[config.mk]
export PLATFORM = sky130hd
export DESIGN_NAME = alsu_pipe
export DESIGN_NICKNAME = d
export VERILOG_FILES = /design/src/rtl/alsu_pipe.sv
export SDC_FILE = /design/constraint.sdc
export NUM_CORES = 1
export LEC_CHECK = 0
export CORE_AREA = 2 2 65 67
export CTS_CLUSTER_DIAMETER = 30
export CTS_CLUSTER_SIZE = 28
export DETAILED_ROUTE_END_ITERATION = 8
export DIE_AREA = 0 0 67 69
export MAX_ROUTING_LAYER = met4
export PLACE_DENSITY = 0.76
export SKIP_CTS_REPAIR_TIMING = 1
export SYNTH_ARGS = -nofsm -noshare
export SYNTH_HDL_FRONTEND = slang
export SYNTH_SLANG_ARGS = --single-unit
[constraint.sdc]
create_clock -name clk -period 4.6 [get_ports clk]
set_input_delay 0.92 -clock clk [delete_from_list [all_inputs] [get_ports clk]]
set_output_delay 0.92 -clock clk [all_outputs]
set_load 0.01 [all_outputs]
[src/rtl/alsu_pipe.sv]
// Parametrised, handshaked ALSU: input register, accumulator stage,
// optional output pipe and a saturating invalid-operation counter.
module alsu_pipe #(
    parameter int WIDTH    = 3,
    parameter int OUT_PIPE = 0,
    parameter int ERR_W    = 4
) (
    input  logic                      clk,
    input  logic                      rst,
    input  logic                      in_valid,
    input  logic signed [WIDTH-1:0]   A,
    input  logic signed [WIDTH-1:0]   B,
    input  logic [2:0]                opcode,
    input  logic signed [1:0]         cin,
    input  logic                      bypass_A,
    input  logic                      bypass_B,
    input  logic                      red_op_A,
    input  logic                      red_op_B,
    input  logic                      direction,
    input  logic                      serial_in,
    output logic signed [2*WIDTH-1:0] out,
    output logic                      out_valid,
    output logic                      invalid,
    output logic [ERR_W-1:0]          err_cnt
);

    localparam int OUT_W = 2 * WIDTH;

    localparam logic [2:0] OP_OR   = 3'd0;
    localparam logic [2:0] OP_XOR  = 3'd1;
    localparam logic [2:0] OP_ADD  = 3'd2;
    localparam logic [2:0] OP_MULT = 3'd3;
    localparam logic [2:0] OP_SHFT = 3'd4;
    localparam logic [2:0] OP_ROT  = 3'd5;

    logic                    r_v1;
    logic signed [WIDTH-1:0] r_a;
    logic signed [WIDTH-1:0] r_b;
    logic [2:0]              r_op;
    logic signed [1:0]       r_cin;
    logic                    r_byp_a;
    logic                    r_byp_b;
    logic                    r_red_a;
    logic                    r_red_b;
    logic                    r_dir;
    logic                    r_sin;

    always_ff @(posedge clk) begin
        if (rst) begin
            r_v1    <= 1'b0;
            r_a     <= '0;
            r_b     <= '0;
            r_op    <= '0;
            r_cin   <= '0;
            r_byp_a <= 1'b0;
            r_byp_b <= 1'b0;
            r_red_a <= 1'b0;
            r_red_b <= 1'b0;
            r_dir   <= 1'b0;
            r_sin   <= 1'b0;
        end else begin
            r_v1 <= in_valid;
            if (in_valid) begin
                r_a     <= A;
                r_b     <= B;
                r_op    <= opcode;
                r_cin   <= cin;
                r_byp_a <= bypass_A;
                r_byp_b <= bypass_B;
                r_red_a <= red_op_A;
                r_red_b <= red_op_B;
                r_dir   <= direction;
                r_sin   <= serial_in;
            end
        end
    end

    // Stage 0 of the pipe is the accumulator itself
    logic signed [OUT_W-1:0] r_acc [0:OUT_PIPE];
    logic                    r_v   [0:OUT_PIPE];
    logic                    r_inv [0:OUT_PIPE];

    logic signed [OUT_W-1:0] w_sa;
    logic signed [OUT_W-1:0] w_sb;
    logic signed [OUT_W-1:0] w_sc;
    logic signed [OUT_W-1:0] w_prod;
    logic signed [OUT_W-1:0] w_cur;
    logic signed [OUT_W-1:0] w_acc_nxt;
    logic                    w_inv;
    logic                    w_logic_op;

    assign w_sa       = {{WIDTH{r_a[WIDTH-1]}}, r_a};
    assign w_sb       = {{WIDTH{r_b[WIDTH-1]}}, r_b};
    assign w_sc       = {{(OUT_W-2){r_cin[1]}}, r_cin};
    assign w_prod     = w_sa * w_sb;
    assign w_cur      = r_acc[0];
    assign w_logic_op = (r_op == OP_OR) || (r_op == OP_XOR);

    always_comb begin
        w_acc_nxt = '0;
        w_inv     = 1'b0;
        if (r_byp_a) begin
            w_acc_nxt = w_sa;
        end else if (r_byp_b) begin
            w_acc_nxt = w_sb;
        end else if ((r_red_a || r_red_b) && !w_logic_op) begin
            w_inv = 1'b1;
        end else begin
            case (r_op)
                OP_OR: begin
                    if (r_red_a)
                        w_acc_nxt = {{(OUT_W-1){1'b0}}, |r_a};
                    else if (r_red_b)
                        w_acc_nxt = {{(OUT_W-1){1'b0}}, |r_b};
                    else
                        w_acc_nxt = w_sa | w_sb;
                end
                OP_XOR: begin
                    if (r_red_a)
                        w_acc_nxt = {{(OUT_W-1){1'b0}}, ^r_a};
                    else if (r_red_b)
                        w_acc_nxt = {{(OUT_W-1){1'b0}}, ^r_b};
                    else
                        w_acc_nxt = w_sa ^ w_sb;
                end
                OP_ADD:  w_acc_nxt = w_sa + w_sb + w_sc;
                OP_MULT: w_acc_nxt = w_prod;
                OP_SHFT: begin
                    if (r_dir)
                        w_acc_nxt = {w_cur[OUT_W-2:0], r_sin};
                    else
                        w_acc_nxt = {r_sin, w_cur[OUT_W-1:1]};
                end
                OP_ROT: begin
                    if (r_dir)
                        w_acc_nxt = {w_cur[OUT_W-2:0], w_cur[OUT_W-1]};
                    else
                        w_acc_nxt = {w_cur[0], w_cur[OUT_W-1:1]};
                end
                default: w_inv = 1'b1;
            endcase
        end
    end

    always_ff @(posedge clk) begin
        if (rst) begin
            for (int k = 0; k <= OUT_PIPE; k++) begin
                r_acc[k] <= '0;
                r_v[k]   <= 1'b0;
                r_inv[k] <= 1'b0;
            end
        end else begin
            if (r_v1)
                r_acc[0] <= w_acc_nxt;
            r_v[0]   <= r_v1;
            r_inv[0] <= r_v1 & w_inv;
            for (int k = 1; k <= OUT_PIPE; k++) begin
                r_acc[k] <= r_acc[k-1];
                r_v[k]   <= r_v[k-1];
                r_inv[k] <= r_inv[k-1];
            end
        end
    end

    // Counter moves on the same edge the invalid result reaches the port
    logic w_err_inc;
    generate
        if (OUT_PIPE == 0) begin : g_err0
            assign w_err_inc = r_v1 & w_inv;
        end else begin : g_errn
            assign w_err_inc = r_v[OUT_PIPE-1] & r_inv[OUT_PIPE-1];
        end
    endgenerate

    logic [ERR_W-1:0] r_err;

    always_ff @(posedge clk) begin
        if (rst)
            r_err <= '0;
        else if (w_err_inc && (r_err != {ERR_W{1'b1}}))
            r_err <= r_err + 1'b1;
    end

    assign out       = r_acc[OUT_PIPE];
    assign out_valid = r_v[OUT_PIPE];
    assign invalid   = r_inv[OUT_PIPE];
    assign err_cnt   = r_err;

endmodule

==> summary.md, run 1 <==
| Metric | Value |
|---|---|
| H-tree level count | 2 |
| Clock Path Buffers | 2 |
| Dpl hpwl | 3370 um |
| Routed vias/inst | approximately 5.5 |
| Antenna violations before repair | 0 |
| CTS sink cnt | 30 |
| Critical Path Sink Type | flip-flop |
| P&R area growth vs syn | 18.3% |
| Crit path time final | 3.35 ns |
| Final ANT Viol Nets | 0 |
| Post-synth ARST share | 0 |
| Fraction of layout cells with a size suffix above 1 | 0.0402 |
| CP max-delay cell | fa_1 |
| First-pass GRT wire length | 7590 um |
| Fin. Hold Viols | 0 |
| Worst setup startpoint | r_a[2]$_SDFFE_PP0P_ |
| Buf/Inv on CP | 1 |
| RSZ-0062 raised after global routing | false |
| Yosys reg bits | 30 |
| R2R depth | 11 |
| Antenna cells | 0 |
| Core area | between 3000 and 4000 um2 |
| Synth Cell Area | slightly above 2000 um2 |
| Crit-path cells | nand2_1 -> fa_1 -> inv_1 -> ha_1 -> ha_1 -> fa_1 -> xnor3_1 -> xnor2_1 -> nor2_1 -> o31ai_1 -> a21oi_1 |
| I/O pin cnt | 32 |
| Multi-input gate area | 1250 um2 |
| Most common cell after layout, fill and taps aside | nor2_1 |
| Final instance count without filler cells | around 300 |
| CTS Buf Count | 5 |
| Ys flop type | dfxtp_1 |
| Logic gate share of total power | 0.205 |
| Max_cap viols | 0 |
| Sw frac | 0.289 |
| Crit path kind | flip-flop to flip-flop |
| Endpoints failing setup | 0 |
| GP Congestion | ~0.92 |
| FF+latch area | between 600 and 700 um2 |
| Die width | 67 um |
| Outcome | completed |
| IO Port Bufs | 31 |
| Top delay family on crit path | adder cells |
| Worst Setup EP | r_acc[0][5]$_SDFFCE_PN0P_ |
| Post-synth EDFFs | 6 |
| FF-to-FF Start | r_a[2]$_SDFFE_PP0P_ |
| Slew Limit Headroom | 0.309 |
| YS warnings | 0 |
| FILL cells | 365 |
| Reg power frac | 0.478 |
| Worst-path clk slew | ~0.060 ns |
| Largest net degree at the start of global routing | 26 |
| Worst VDD drop | 0.000139 V |
| Total Die Area | 4620 um2 |
| Post-synth cell types | 43 |
| Final TNS setup | 0 ns |
| Vias in the first global route | 1585 |
| Final Util | 0.622 |
| Overflow after GRT | 0 |
| Psw | 0.185 mW |
| Fin Hold WS | 0.533 ns |
| Worst path depth | 11 |
| Leakage Power | 1.04 nW |
| TritonRoute pass-1 iters | 4 |
| Placed Cells | 291 |
| Final period util | 0.728 |
| Int Pwr | around 0.46 mW |
| Arr. time, crit path | 3.37 ns |
| CTS Root Cell | clkbuf_8 |
| Register area share after synthesis | 0.321 |
| Initial Utilization | 0.526 |
| Die Y | 69 um |
| Max-slew violation count | 0 |
| GRT Total Usage | 0.221 |
| Nets@finish | just under 300 |
| Synthesized net count | between 200 and 300 |
| Reg2Reg Setup Slack | about 1.3 ns |
| Most frequent cells in the layout | 33 x nor2_1, 31 x clkdlybuf4s50_1, 27 x mux2i_1 |
| Post-Syn Instances | roughly 220 |
| Power Total | approximately 0.64 mW |
| Clock latency on the worst-skew pair | around 0.28 ns |
| Fin Clk Skew | approximately 0.0043 ns |
| FP Rows | 23 |
| Startpoint Class | flip-flop |
| Required @ worst endpoint | 4.62 ns |
| Aggregate routed wire length | about 4400 um |
| DRC viols | 0 |
| Hold Crit Class | flip-flop to flip-flop |
| Pwr dens | approximately 260 nW/um2 |
| Mean Syn Cell Area | 9.40 um2 |
| Reg-to-Reg End | r_acc[0][5]$_SDFFCE_PN0P_ |
| CP Max Fanout | 9 |
| Slowest cell delay on critical path | approximately 0.55 ns |
| Via count | 1636 |
| Clock group share of total power | 0.317 |
| CTS tree | yes |
| Actual slew at the worst max-slew pin | just over 1 ns |
| DR WL/cell | roughly 15 um |
| DRT iter0 DRCs | 110 |
| Fmax achieved | about 300 MHz |
==> worst register-to-register path, stage by stage, from the launching register on <==
cell and delay (ns):
dfxtp_1 0.52, nand2_1 0.16, fa_1 0.55, inv_1 0.04, ha_1 0.29, ha_1 0.21, fa_1 0.36, xnor3_1 0.38
xnor2_1 0.19, nor2_1 0.06, o31ai_1 0.22, a21oi_1 0.10
==> flip-flops by register name, indices dropped and copies added (netlist names), 2 cells and up <==
register,cells
err_cnt,4
r_a,3
r_acc,6
r_b,3
r_cin,2
r_op,3
==> cells in the mapped netlist (3+ instances only) <==
cell / instances / share of area
nor2_1: 33 / 0.060
xnor2_1: 3 / 0.013
dfxtp_1: 24 / 0.23
ha_1: 17 / 0.10
xor2_1: 3 / 0.013
mux2i_1: 27 / 0.13
inv_1: 17 / 0.031
edfxtp_1: 6 / 0.088
o21ai_0: 15 / 0.036
a21oi_1: 9 / 0.022
nor2b_1: 4 / 0.012
nand2b_1: 3 / 0.0091
clkbuf_1: 3 / 0.0055
nand3_1: 3 / 0.0073
fa_1: 8 / 0.078
nand2_1: 11 / 0.020
==> how the worst min path moves through the flow <==
stage	from	end	slack, ns	depth (start not counted)
detailed placement	r_v1$_SDFF_PP0_	r_inv[0]$_SDFF_PP0_	0.53	2
CTS	r_v1$_SDFF_PP0_	r_inv[0]$_SDFF_PP0_	0.54	2
global route	r_sin$_SDFFE_PP0P_	r_sin$_SDFFE_PP0P_	0.56	2
global placement	r_cin[0]$_SDFFE_PP0P_	r_cin[0]$_SDFFE_PP0P_	0.50	2
floorplan	r_v1$_SDFF_PP0_	r_inv[0]$_SDFF_PP0_	0.47	2
finish	r_v1$_SDFF_PP0_	r_inv[0]$_SDFF_PP0_	0.53	2
==> layout make-up <==
| class | count | share of cell area |
|---|---|---|
| clock inverters | 2 | 0.00411 |
| clock buffers | 6 | 0.0298 |
| flip-flops and latches | 30 | 0.271 |
| multi-input cells | 163 | 0.515 |
| well taps | 50 | 0.0257 |
| inverters | 17 | 0.0262 |
| repair buffers | 31 | 0.127 |
==> metal layers <==
layer,wire length (um),global-route usage,vias up
li1,-,-,812
met1,2030,0.294,772
met2,2040,0.331,46
met3,218,0.0604,6
met4,62,0.0612,0
met5,0,-,-
==> cell families (layout without fill, tap and decap cells) <==
family / after synthesis / in the layout / synth area share
buf+inv: 26 / 56 / 0.0693
mux: 27 / 27 / 0.131
xor+xnor: 7 / 7 / 0.0365
simple gates: 67 / 67 / 0.153
flops: 30 / 30 / 0.321
compound gates: 37 / 37 / 0.108
fa+ha+maj: 25 / 25 / 0.181
==> power by group through the flow <==
stage          registers (mW)  logic, mW  clock network [mW]
6_report                0.306      0.131               0.203
5_1_grt                 0.308      0.149               0.218
4_1_cts                 0.305      0.132               0.208
3_5_place_dp            0.311      0.131                   0
3_3_place_gp            0.310      0.130                   0
2_1_floorplan           0.302     0.0951                   0
==> per-stage QoR <==
step	area [um2]	setup WS [ns]
after floorplan	2060	1.37
after global placement	2350	1.34
after detailed placement	2350	1.26
after CTS	2430	1.25
after global routing	2430	1.01
final	2430	1.25
(Power assumes the default switching activity.)
==> run 2, diff against run 1 <==
==> constraint.sdc (replaced) <==
create_clock -name clk -period 3.5 [get_ports clk]
set_input_delay 0.7 -clock clk [delete_from_list [all_inputs] [get_ports clk]]
set_output_delay 0.7 -clock clk [all_outputs]
set_load 0.01 [all_outputs]
==> run 2 against run 1 <==
Net effect:
- first-iteration DRC count grew 0.91%
- final cell count grew 1.3%
- critical path depth is the same
- utilization grew 1.0 points
- critical endpoint unchanged
==> summary.md, run 2 (synthesis gave the netlist of run 1 again) <==
| Metric | Value |
|---|---|
| Nets@finish | 297 (+1.4%) |
| Arr. time, crit path | 3.32 ns (-0.05 ns) |
| Final TNS setup | 0 ns (unchanged) |
| Top delay family on crit path | adder cells |
| Overflow after GRT | 0 (unchanged) |
| Required @ worst endpoint | 3.51 ns (-1.11 ns) |
| Hold Crit Class | flip-flop to flip-flop |
| First-pass GRT wire length | 7360 um (-3.1%) |
| Largest net degree at the start of global routing | 19 (-27%) |
| CTS sink cnt | 30 (unchanged) |
| Slew Limit Headroom | 0.300 (-0.00883) |
| Final instance count without filler cells | 303 (+1.3%) |
| Most frequent cells in the layout | 33 x nor2_1, 31 x clkdlybuf4s50_1, 27 x mux2i_1 |
| Die width | 67 um (unchanged) |
| Crit-path cells | nand2_1 -> fa_1 -> inv_1 -> ha_1 -> ha_1 -> fa_1 -> xnor3_1 -> xnor2_1 -> nor2_1 -> o31ai_1 -> a21oi_1 |
| CTS Root Cell | clkbuf_8 |
| Crit path time final | 3.30 ns (-0.0453 ns) |
| Area after DPL | 2380 um2 (+1.3%) |
| I/O pin cnt | 32 (unchanged) |
| Max_cap viols | 0 (unchanged) |
| CP max-delay cell | fa_1 |
| FP Rows | 23 (unchanged) |
| CTS Buf Count | 5 (unchanged) |
| Slowest cell delay on critical path | 0.56 ns (about the same) |
| Core area | 3910 um2 (unchanged) |
| Most common cell after layout, fill and taps aside | nor2_1 |
| Fin Hold WS | 0.547 ns (+0.0148 ns) |
| DR WL/cell | 14.4 um (-1.0%) |
| Antenna violations before repair | 0 (unchanged) |
| GP Congestion | 0.917 (-0.26%) |
| M3 GR Usage | 0.0408 (-0.0196) |
| DRT iter0 DRCs | 111 (+0.91%) |
| Buf/Inv on CP | 1 (unchanged) |
| Routed vias/inst | 5.36 (-2.0%) |
| Aggregate routed wire length | 4370 um (+0.28%) |
| Largest register FFs | 6 (unchanged) |
| Dpl hpwl | 3490 um (+3.3%) |
| Top Usage Layer GRT | met2 |
| Fin. Hold Viols | 0 (unchanged) |
| Initial Utilization | 0.526 (unchanged) |
| DRC viols | 0 (unchanged) |
| Vias in the first global route | 1590 (+0.32%) |
| Worst-path clk slew | 0.06 ns (about the same) |
| Crit path kind | flip-flop to flip-flop |
| Leakage Power | 1.06 nW (+2.3%) |
| IO Port Bufs | 31 (unchanged) |
| Clock latency on the worst-skew pair | 0.28 ns (about the same) |
| GRT Total Usage | 0.212 (-0.00946) |
| Met1 Use GR | 0.281 (-0.0134) |
| Die Y | 69 um (unchanged) |
| TritonRoute pass-1 iters | 4 (unchanged) |
| Clock Path Buffers | 2 (unchanged) |
| Fraction of layout cells with a size suffix above 1 | 0.0593 (+0.0191) |
| Via count | 1624 (-0.73%) |
| Fin Clk Skew | 0.00658 ns (+0.00227 ns) |
| Worst VDD drop | 0.000293 V (+110%) |
| Final period util | 0.944 (+0.216) |
| Startpoint Class | flip-flop |
| Reg2Reg Setup Slack | 0.20 ns (-1.05 ns) |
| CP Max Fanout | 6 (-3) |
| Placed Cells | 295 (+1.4%) |
| Actual slew at the worst max-slew pin | 1.05 ns (+0.0132 ns) |
| Pwr dens | 348 nW/um2 (+33%) |
| H-tree level count | 2 (unchanged) |
| Grt met2 use | 0.327 (-0.00440) |
| Register with the most flip-flops | r_acc |
| Total Die Area | 4620 um2 (unchanged) |
| Max-slew violation count | 0 (unchanged) |
| Antenna cells | 0 (unchanged) |
| Critical Path Sink Type | flip-flop |
| Power Total | 0.862 mW (+35%) |
| Fin area | 2470 um2 (+1.6%) |
| RSZ-0062 raised after global routing | false |
| Outcome | completed |
| P&R area growth vs syn | 20.2% |
| CTS tree | yes |
| Endpoints failing setup | 0 (unchanged) |
| Final ANT Viol Nets | 0 (unchanged) |
| Fmax achieved | 303 MHz (+1.4%) |
## run 2: changes by cell type in the layout (fill, tap and decap cells not counted), sizes merged
cell    delta
buf        +4
clkinv     -1
clkbuf     +1
## run 2: report_power, final
group	internal [mW]	switching, mW
sequential	0.371	0.0277
clock	0.158	0.124
combinational	0.0933	0.0875
total	0.623	0.240
## run 2: final cells by class
cell class / instances / area [um2]
repair buffers: 35 / 340
clock buffers: 7 / 86.3
multi-input cells: 163 / 1250
inverters: 17 / 63.8
clock inverters: 1 / 5.00
well taps: 50 / 62.6
flip-flops and latches: 30 / 662
fillers: 354 / 1440
## run 2: metal layers
layer  routed length, um  up-vias
met5                   0        -
met4                  70        0
met3                 160       10
met2                2040       35
met1                2100      756
li1                    -      823
## run 2: worst min-delay path, stage by stage, from the launching register on
cell,delay (ns)
dfxtp_1,0.35
mux2i_1,0.08
nor2_1,0.08
## run 2: path summary, 6_finish.rpt
kind,startpoint,to,cells after the start
worst max-delay path,r_b[0]$_SDFFE_PP0P_,r_acc[0][5]$_SDFFCE_PN0P_,11
worst min-delay path,r_cin[0]$_SDFFE_PP0P_,r_cin[0]$_SDFFE_PP0P_,2
worst max register to register,r_b[0]$_SDFFE_PP0P_,r_acc[0][5]$_SDFFCE_PN0P_,11
worst min register to register,r_cin[0]$_SDFFE_PP0P_,r_cin[0]$_SDFFE_PP0P_,2
## run 2: per-stage QoR
stage	utilization	setup WS [ns]
floorplan	-	0.274
detailed placement	0.609	0.120
global route	0.632	0.0316
CTS	0.632	0.0991
finish	0.632	0.196
global placement	0.609	0.235
